[src/rtl/sync_fifo_v2.sv]
// sync_fifo_v2: synchronous FIFO with count-decoded flags and sticky overflow/underflow.
// Define SYNC_FIFO_V2_SHOWAHEAD_EN for combinational show-ahead q; otherwise q is registered.
module sync_fifo_v2 #(
    parameter int WIDTH    = 8,
    parameter int DEPTH    = 16,
    parameter int AF_LEVEL = 14,
    parameter int AE_LEVEL = 2,
    localparam int AW      = $clog2(DEPTH)
) (
    input  logic             clk_in,
    input  logic             rst_n,
    input  logic             clr,
    input  logic [WIDTH-1:0] data,
    input  logic             wrreq,
    input  logic             rdreq,
    output logic [WIDTH-1:0] q,
    output logic             empty,
    output logic             full,
    output logic             almost_empty,
    output logic             almost_full,
    output logic [AW:0]      usedw,
    output logic             overflow,
    output logic             underflow
);
    localparam logic [AW:0] FULL_N = (AW+1)'(DEPTH);
    localparam logic [AW:0] AF_N   = (AW+1)'(AF_LEVEL);
    localparam logic [AW:0] AE_N   = (AW+1)'(AE_LEVEL);

    logic [WIDTH-1:0] mem [DEPTH];
    logic [AW-1:0]    wr_ptr, rd_ptr;
    logic             wr_en, rd_en;

    assign wr_en        = wrreq && !full && !clr;
    assign rd_en        = rdreq && !empty && !clr;
    assign empty        = usedw == '0;
    assign full         = usedw == FULL_N;
    assign almost_empty = usedw <= AE_N;
    assign almost_full  = usedw >= AF_N;

    always_ff @(posedge clk_in)
        if (wr_en) mem[wr_ptr] <= data;

    always_ff @(posedge clk_in or negedge rst_n)
        if (!rst_n) begin
            wr_ptr    <= '0;
            rd_ptr    <= '0;
            usedw     <= '0;
            overflow  <= 1'b0;
            underflow <= 1'b0;
        end else if (clr) begin
            wr_ptr    <= '0;
            rd_ptr    <= '0;
            usedw     <= '0;
            overflow  <= 1'b0;
            underflow <= 1'b0;
        end else begin
            if (wr_en) wr_ptr <= wr_ptr + AW'(1);
            if (rd_en) rd_ptr <= rd_ptr + AW'(1);
            if (wr_en != rd_en) usedw <= wr_en ? usedw + (AW+1)'(1) : usedw - (AW+1)'(1);
            if (wrreq && full) overflow <= 1'b1;
            if (rdreq && empty) underflow <= 1'b1;
        end

`ifdef SYNC_FIFO_V2_SHOWAHEAD_EN
    assign q = mem[rd_ptr];
`else
    always_ff @(posedge clk_in or negedge rst_n)
        if (!rst_n) q <= '0;
        else if (rd_en) q <= mem[rd_ptr];
`endif
endmodule

[config.mk]
export PLATFORM = sky130hd
export DESIGN_NAME = sync_fifo_v2
export DESIGN_NICKNAME = d
export VERILOG_FILES = /design/src/rtl/sync_fifo_v2.sv
export SDC_FILE = /design/constraint.sdc
export NUM_CORES = 1
export LEC_CHECK = 0
export ABC_CLOCK_PERIOD_IN_PS = 2670
export CORE_ASPECT_RATIO = 1.1
export CORE_MARGIN = 2
export CORE_UTILIZATION = 45
export CTS_CLUSTER_DIAMETER = 60
export CTS_CLUSTER_SIZE = 14
export DETAILED_ROUTE_END_ITERATION = 10
export GPL_TIMING_DRIVEN = 0
export PLACE_DENSITY = 0.6
export SYNTH_ARGS = -nofsm -noshare
export SYNTH_HDL_FRONTEND = slang
export SYNTH_SLANG_ARGS = --single-unit
[constraint.sdc]
create_clock -name clk_in -period 2.67 [get_ports clk_in]
set_input_delay 0.267 -clock clk_in [delete_from_list [all_inputs] [get_ports clk_in]]
set_output_delay 0.267 -clock clk_in [all_outputs]
set_load 0.01 [all_outputs]
==> results of run 1 <==
==> critical path, cell delays in order <==
cell and delay [ns]:
clkdlybuf4s50_1 0.65, clkbuf_2 0.34, nand2b_1 0.30, fa_1 0.45, a21o_1 0.20, a21oi_1 0.19, nand3_1 0.12, and3_1 0.20
nor3_2 0.14
==> timing repair <==
item,CTS,global route
buffers inserted,0,1
pin swaps,0,1
setup endpoints to repair,1,1
resized for setup,2,1
==> per-layer routing <==
layer	vias up	part of all wire
li1	1440	-
met1	1675	0.43
met2	65	0.52
met3	27	0.032
met4	0	0.023
met5	-	0
==> sequential cells by signal, summed over array words and instances, names as in the netlist <==
signal / count
overflow: 1
usedw: 5
q: 8
underflow: 1
mem: 128
rd_ptr: 4
wr_ptr: 4
==> kinds of logic after synthesis <==
family,Yosys count,share of synthesized area
buf+inv,20,0.0148
flops,151,0.718
fa+ha+maj,10,0.0216
simple gates,73,0.0586
mux,49,0.145
compound gates,26,0.0305
xor+xnor,8,0.0114
==> cell type report <==
| cell class | count | area, sq um |
|---|---|---|
| Multi-Input combinational cell | 166 | 1690 |
| Clock buffer | 19 | 433 |
| Inverter | 3 | 11.3 |
| Clock inverter | 12 | 183 |
| Sequential cell | 151 | 4420 |
| Fill cell | 1050 | 5880 |
| Timing Repair Buffer | 35 | 340 |
| Buffer | 16 | 77.6 |
| Tap cell | 184 | 230 |
==> cells in the mapped netlist (4+ instances only) <==
master      n
nand2_1    23
a21oi_1     7
clkbuf_1    8
ha_1        9
buf_2       7
nor3_1      5
mux2i_1    17
o221ai_1    8
dfrtp_1    23
nor2_1     22
mux4_2     32
xnor2_1     4
nand3_1     4
edfxtp_1  128
xor2_1      4
==> power by group through the flow <==
stage          Clock [uW]  Sequential (uW)  Combinational [uW]
6_report             2510             2850                1300
5_1_grt              2630             2870                1420
4_1_cts              2550             2850                1310
3_5_place_dp            0             2890                1300
3_3_place_gp            0             2890                1270
2_1_floorplan           0             2900                 753
==> metrics by stage <==
step / instances / power (uW) / util / setup slack [ns]
2_1_floorplan: 337 / 3650 / - / 0.316
3_3_place_gp: 552 / 4160 / 0.504 / -0.909
3_5_place_dp: 555 / 4190 / 0.509 / -0.543
4_1_cts: 586 / 6700 / 0.556 / 0.0718
5_1_grt: 586 / 6930 / 0.557 / 0.0188
6_report: 586 / 6660 / 0.557 / 0.157
==> how the worst max path moves through the flow <==
stage	depth (start not counted)	end	slack, ns
floorplan	9	usedw[4]	0.32
global placement	4	mem[3][4]	-0.91
detailed placement	10	usedw[4]	-0.54
CTS	10	usedw[4]	0.07
global route	9	usedw[4]	0.02
finish	9	usedw[4]	0.16
==> results.yml, run 1 <==
global_route:
  grt_antenna_before_repair: 0
  grt_pass1_wl_mm: 19.3
  use_met1: 0.235
  met3_usage: 0.0363
  grt_pass1_vias: 3373
  grtUsageTotal: 0.188
  use_met2: 0.316
  top_usage_layer: "met2"
  grt-ovfl-total: 0
  grt_max_degree: 24
pwr:
  pwr_density_cell_nw_per_um2: 902
  internal_power_uw: 5000
  combPwrFrac: 0.196
  peakVddDrop_mv: 0.531
  p_leak_uw: 0.00245
  p_switching_uw: 1670
  clkPwrFrac: 0.377
  switching_share: 0.250
  share_seq_of_total_power: 0.428
drt:
  via_per_inst: 5.47
  finalWirelength_mm: 12.5
  drtIter0Drc: 284
  vias: 3207
  drcViolationCount: 0
  wl_per_cell_um: 21.4
  first_pass_iters: 4
  ant_nets: 0
cts:
  clkSinkCount: 151
  h-tree-depth: 4
  cts_buffer_depth: 2
  clk_pin_slew_ns: 0.06
  cts_root_buffer: "clkbuf_16"
  cts_tree: "yes"
  clkLatencyLatePin_ns: 0.42
  holdBufCountCts: 0
  cts_buffers: 17
synthesis:
  ys.warnings.count: 0
  syn_nets: 360
  async_flop_share: 0.152
  synth.ff_latch_count: 151
  synth_edf_count: 128
  synth_top_area_share: 0.625
  synth_area_per_cell_sq_um: 18.3
  yosys_most_used_dff: "edfxtp_1"
  netlist_area_sq_um: 6150
  synthDistinctLibCells: 38
  synthTopCellsByArea: "edfxtp_1 (62%), mux4_2 (12%), dfrtp_1 (9.4%)"
  yosys.area.top_type: "edfxtp_1"
  ys_seq_area_frac: 0.718
  synthCells: 337
critical_path:
  reg2reg_depth: 9
  cp_max_fo: 11
  worstReg2RegEnd: "usedw[4]"
  path_class: "primary input to flip-flop"
  end_kind: "flip-flop"
  rrSetupSlack_ns: 0.16
  startpoint_type: "primary input"
  crit_start: "clr"
  arrival_ns: 2.86
  r2r-start: "usedw[2]"
  cp.required_ns: 3.01
placed_design:
  dp_hpwl_mm: 8.06
  port-buffer-count: 31
  placed_area_sq_um: 6760
  gp_congestion: 0.775
timing:
  hold_viol_final: 0
  post-route-min-period_ns: 2.51
  period_share: 0.941
  drv_slew: 0
  slew_headroom: 0.268
  timing.hold.ws_ns: 0.440
  max_freq_ghz: 0.398
  setup_violations: 0
  worstMarginPinSlew_ns: 1.10
  tns_ns: 0
  fin_worst_skew_ns: 0.00536
  rsz0062_at_grt: "false"
floorplan:
  die_area_sq_um: 14600
  floorplan.initialDensity: 0.464
  fp.dieH_um: 127
  io_pins: 32
  coreArea_sq_um: 13300
  die_w_um: 115
  fp-row-count: 44
final_layout:
  final_cell_mix: "edfxtp_1 (128), mux4_2 (32), clkdlybuf4s50_1 (31)"
  nets: 413
  antenna-diode-count: 0
  drive_above_1_share: 0.214
  final_cell_area_sq_um: 7390
  areaGrowthSynthToFinish_pct: 20.1
  layout_commonest_cell: "edfxtp_1"
run:
  maxCapViolCount: 0
min_path:
  min_path_type: "primary input to asynchronous set/reset pin"
run_status:
  outcome: "finished clean"
No activity file was read; power rests on OpenSTA's default activity.
==> inputs of run 2 (changes only) <==
--- a/config.mk
+++ b/config.mk
@@ -5,7 +5,7 @@
 export SDC_FILE = /design/constraint.sdc
 export NUM_CORES = 1
 export LEC_CHECK = 0
-export ABC_CLOCK_PERIOD_IN_PS = 2670
+export ABC_CLOCK_PERIOD_IN_PS = 2100
 export CORE_ASPECT_RATIO = 1.1
 export CORE_MARGIN = 2
 export CORE_UTILIZATION = 45
@@ -13,7 +13,7 @@
 export CTS_CLUSTER_SIZE = 14
 export DETAILED_ROUTE_END_ITERATION = 10
 export GPL_TIMING_DRIVEN = 0
-export PLACE_DENSITY = 0.6
+export PLACE_DENSITY = 0.62
 export SYNTH_ARGS = -nofsm -noshare
 export SYNTH_HDL_FRONTEND = slang
 export SYNTH_SLANG_ARGS = --single-unit
==> constraint.sdc (replaced) <==
create_clock -name clk_in -period 2.1 [get_ports clk_in]
set_input_delay 0.21 -clock clk_in [delete_from_list [all_inputs] [get_ports clk_in]]
set_output_delay 0.21 -clock clk_in [all_outputs]
set_load 0.1 [all_outputs]
==> results.yml, run 2 (synthesized netlist as in run 1, its figures left out) <==
run_status:
  outcome: "complete, but fails checks"
  violations: "setup timing"
timing:
  period_share: 1.05
  drv_slew: 0
  hold_viol_final: 0
  slew_headroom: 0.243
  post-route-min-period_ns: 2.21
  max_freq_ghz: 0.452
  rsz0062_at_grt: "true"
  fin_worst_skew_ns: 0.00868
  timing.hold.ws_ns: 0.391
  worstMarginPinSlew_ns: 1.13
  setup_violations: 8
  layout_setup_ws_ns: -0.110
placed_design:
  dp_slack_ns: -1.05
  dp_hpwl_mm: 8.14
  placed_area_sq_um: 6800
  port-buffer-count: 31
  gp_congestion: 0.781
  dp_cells: 555
floorplan:
  coreArea_sq_um: 13300
  io_pins: 32
  die_area_sq_um: 14600
  fp-row-count: 44
  die_w_um: 115
  fp.dieH_um: 127
  floorplan.initialDensity: 0.464
final_layout:
  largestRegisters: "mem: 128 flops, q: 8 flops, usedw: 5 flops"
  nets: 432
  drive_above_1_share: 0.320
  regMostFlops: "mem"
  final_cell_mix: "edfxtp_1 (128), mux4_2 (32), buf_4 (28)"
  largest_reg_flops: 128
  fin_cells: 606
  antenna-diode-count: 0
  final_cell_area_sq_um: 7660
  areaGrowthSynthToFinish_pct: 24.5
  layout_commonest_cell: "edfxtp_1"
  nFillCells: 1039
critical_path:
  cp.required_ns: 2.44
  startpoint_type: "flip-flop"
  end_kind: "flip-flop"
  rrSetupSlack_ns: -0.11
  arrival_ns: 2.55
  cp_max_fo: 4
  worstPathCellList: "nor4_4 -> a21boi_4 -> nand2b_4 -> fa_2 -> a21o_1 -> a21oi_2 -> or3_1 -> and3_4 -> nor3_2"
  path_buf_inv: 0
  critPathMaxStageDelay_ns: 0.51
  crit_slowest_cell: "dfrtp_4"
  cp_top_family: "simple AND/OR/NAND/NOR gates"
  path_class: "flip-flop to flip-flop"
pwr:
  switching_share: 0.346
  combPwrFrac: 0.320
  p_leak_uw: 0.00262
  clkPwrFrac: 0.301
  share_seq_of_total_power: 0.379
  p_switching_uw: 3310
  internal_power_uw: 6270
  peakVddDrop_mv: 0.832
  pwr_density_cell_nw_per_um2: 1250
drt:
  finalWirelength_mm: 12.9
  ant_nets: 0
  first_pass_iters: 6
  via_per_inst: 5.39
  vias: 3266
  drtIter0Drc: 201
  drcViolationCount: 0
  wl_per_cell_um: 21.3
cts:
  holdBufCountCts: 0
  h-tree-depth: 4
  cts_buffer_depth: 2
  cts_tree: "yes"
  cts_root_buffer: "clkbuf_16"
  clkSinkCount: 151
  clkLatencyLatePin_ns: 0.42
  clk_pin_slew_ns: 0.06
  cts_buffers: 17
global_route:
  grt-ovfl-total: 0
  grt_max_degree: 24
  grt_antenna_before_repair: 0
  grt_pass1_wl_mm: 19.6
  grtUsageTotal: 0.191
  grt_pass1_vias: 3431
min_path:
  min_path_type: "primary input to asynchronous set/reset pin"
run:
  maxCapViolCount: 0
run 2: changes by cell type in the layout (fill, tap and decap cells not counted), sizes merged:
cell / before / now
buf: 13 / 37
bufinv: 5 / 2
clkbuf: 26 / 32
clkdlybuf4s15: 0 / 1
clkdlybuf4s50: 31 / 12
clkinv: 6 / 3
clkinvlp: 1 / 0
dlygate4sd2: 0 / 15
run 2: stage by stage:
stage	total power (uW)	util	TNS, ns
2_1_floorplan	5820	-	-12.86
3_3_place_gp	6460	0.509	-88.66
3_5_place_dp	6510	0.512	-64.05
4_1_cts	9500	0.567	-9.37
5_1_grt	9940	0.577	-3.63
6_report	9580	0.577	-0.137
run 2: repair_timing:
| item | CTS | global route |
|---|---|---|
| pin swaps | 6 | 6 |
| buffers inserted | 12 | 9 |
| endpoints found under the setup margin | 150 | 91 |
| resized for setup | 62 | 21 |
run 2: final cells by class:
class / count / area [sq um] / share of cell area
multi-input cells: 166 / 1840 / 0.241
repair buffers: 55 / 490 / 0.0640
clock inverters: 5 / 72.6 / 0.00948
plain buffers: 15 / 91.3 / 0.0119
inverters: 3 / 11.3 / 0.00147
flip-flops and latches: 151 / 4440 / 0.579
well taps: 184 / 230 / 0.0301
clock buffers: 27 / 483 / 0.0631
run 2: path summary, 6_finish.rpt:
path,start,to,cells after the start
worst min register to register,underflow,underflow,2
max in group asynchronous,rst_n,usedw[3],1
worst max register to register,usedw[2],usedw[4],9
worst min-delay path,rst_n,usedw[0],1
worst max-delay path,usedw[2],usedw[4],9
min in group clk_in,underflow,underflow,2
run 2: power by group through the flow:
stage | Sequential [uW] | Combinational (uW) | Clock (uW)
6_report | 3630 | 3070 | 2880
5_1_grt | 3660 | 3230 | 3050
4_1_cts | 3640 | 2940 | 2920
3_5_place_dp | 3720 | 2780 | 0
3_3_place_gp | 3710 | 2740 | 0
2_1_floorplan | 4540 | 1280 | 0
run 2: layer usage:
metal | up-vias | wire [um] | global-route usage | share of wire
li1 | 1479 | - | - | -
met1 | 1693 | 5480 | 0.248 | 0.42
met2 | 75 | 6660 | 0.312 | 0.52
met3 | 19 | 501 | 0.0516 | 0.039
met4 | 0 | 274 | 0.0666 | 0.021
met5 | - | 0 | 0 | 0
run 2: worst register-to-register path, cell delays in order (launching register included):
cell	delay (ns)
dfrtp_4	0.51
nor4_4	0.35
a21boi_4	0.11
nand2b_4	0.11
fa_2	0.21
a21o_1	0.13
a21oi_2	0.06
or3_1	0.33
and3_4	0.19
nor3_2	0.13
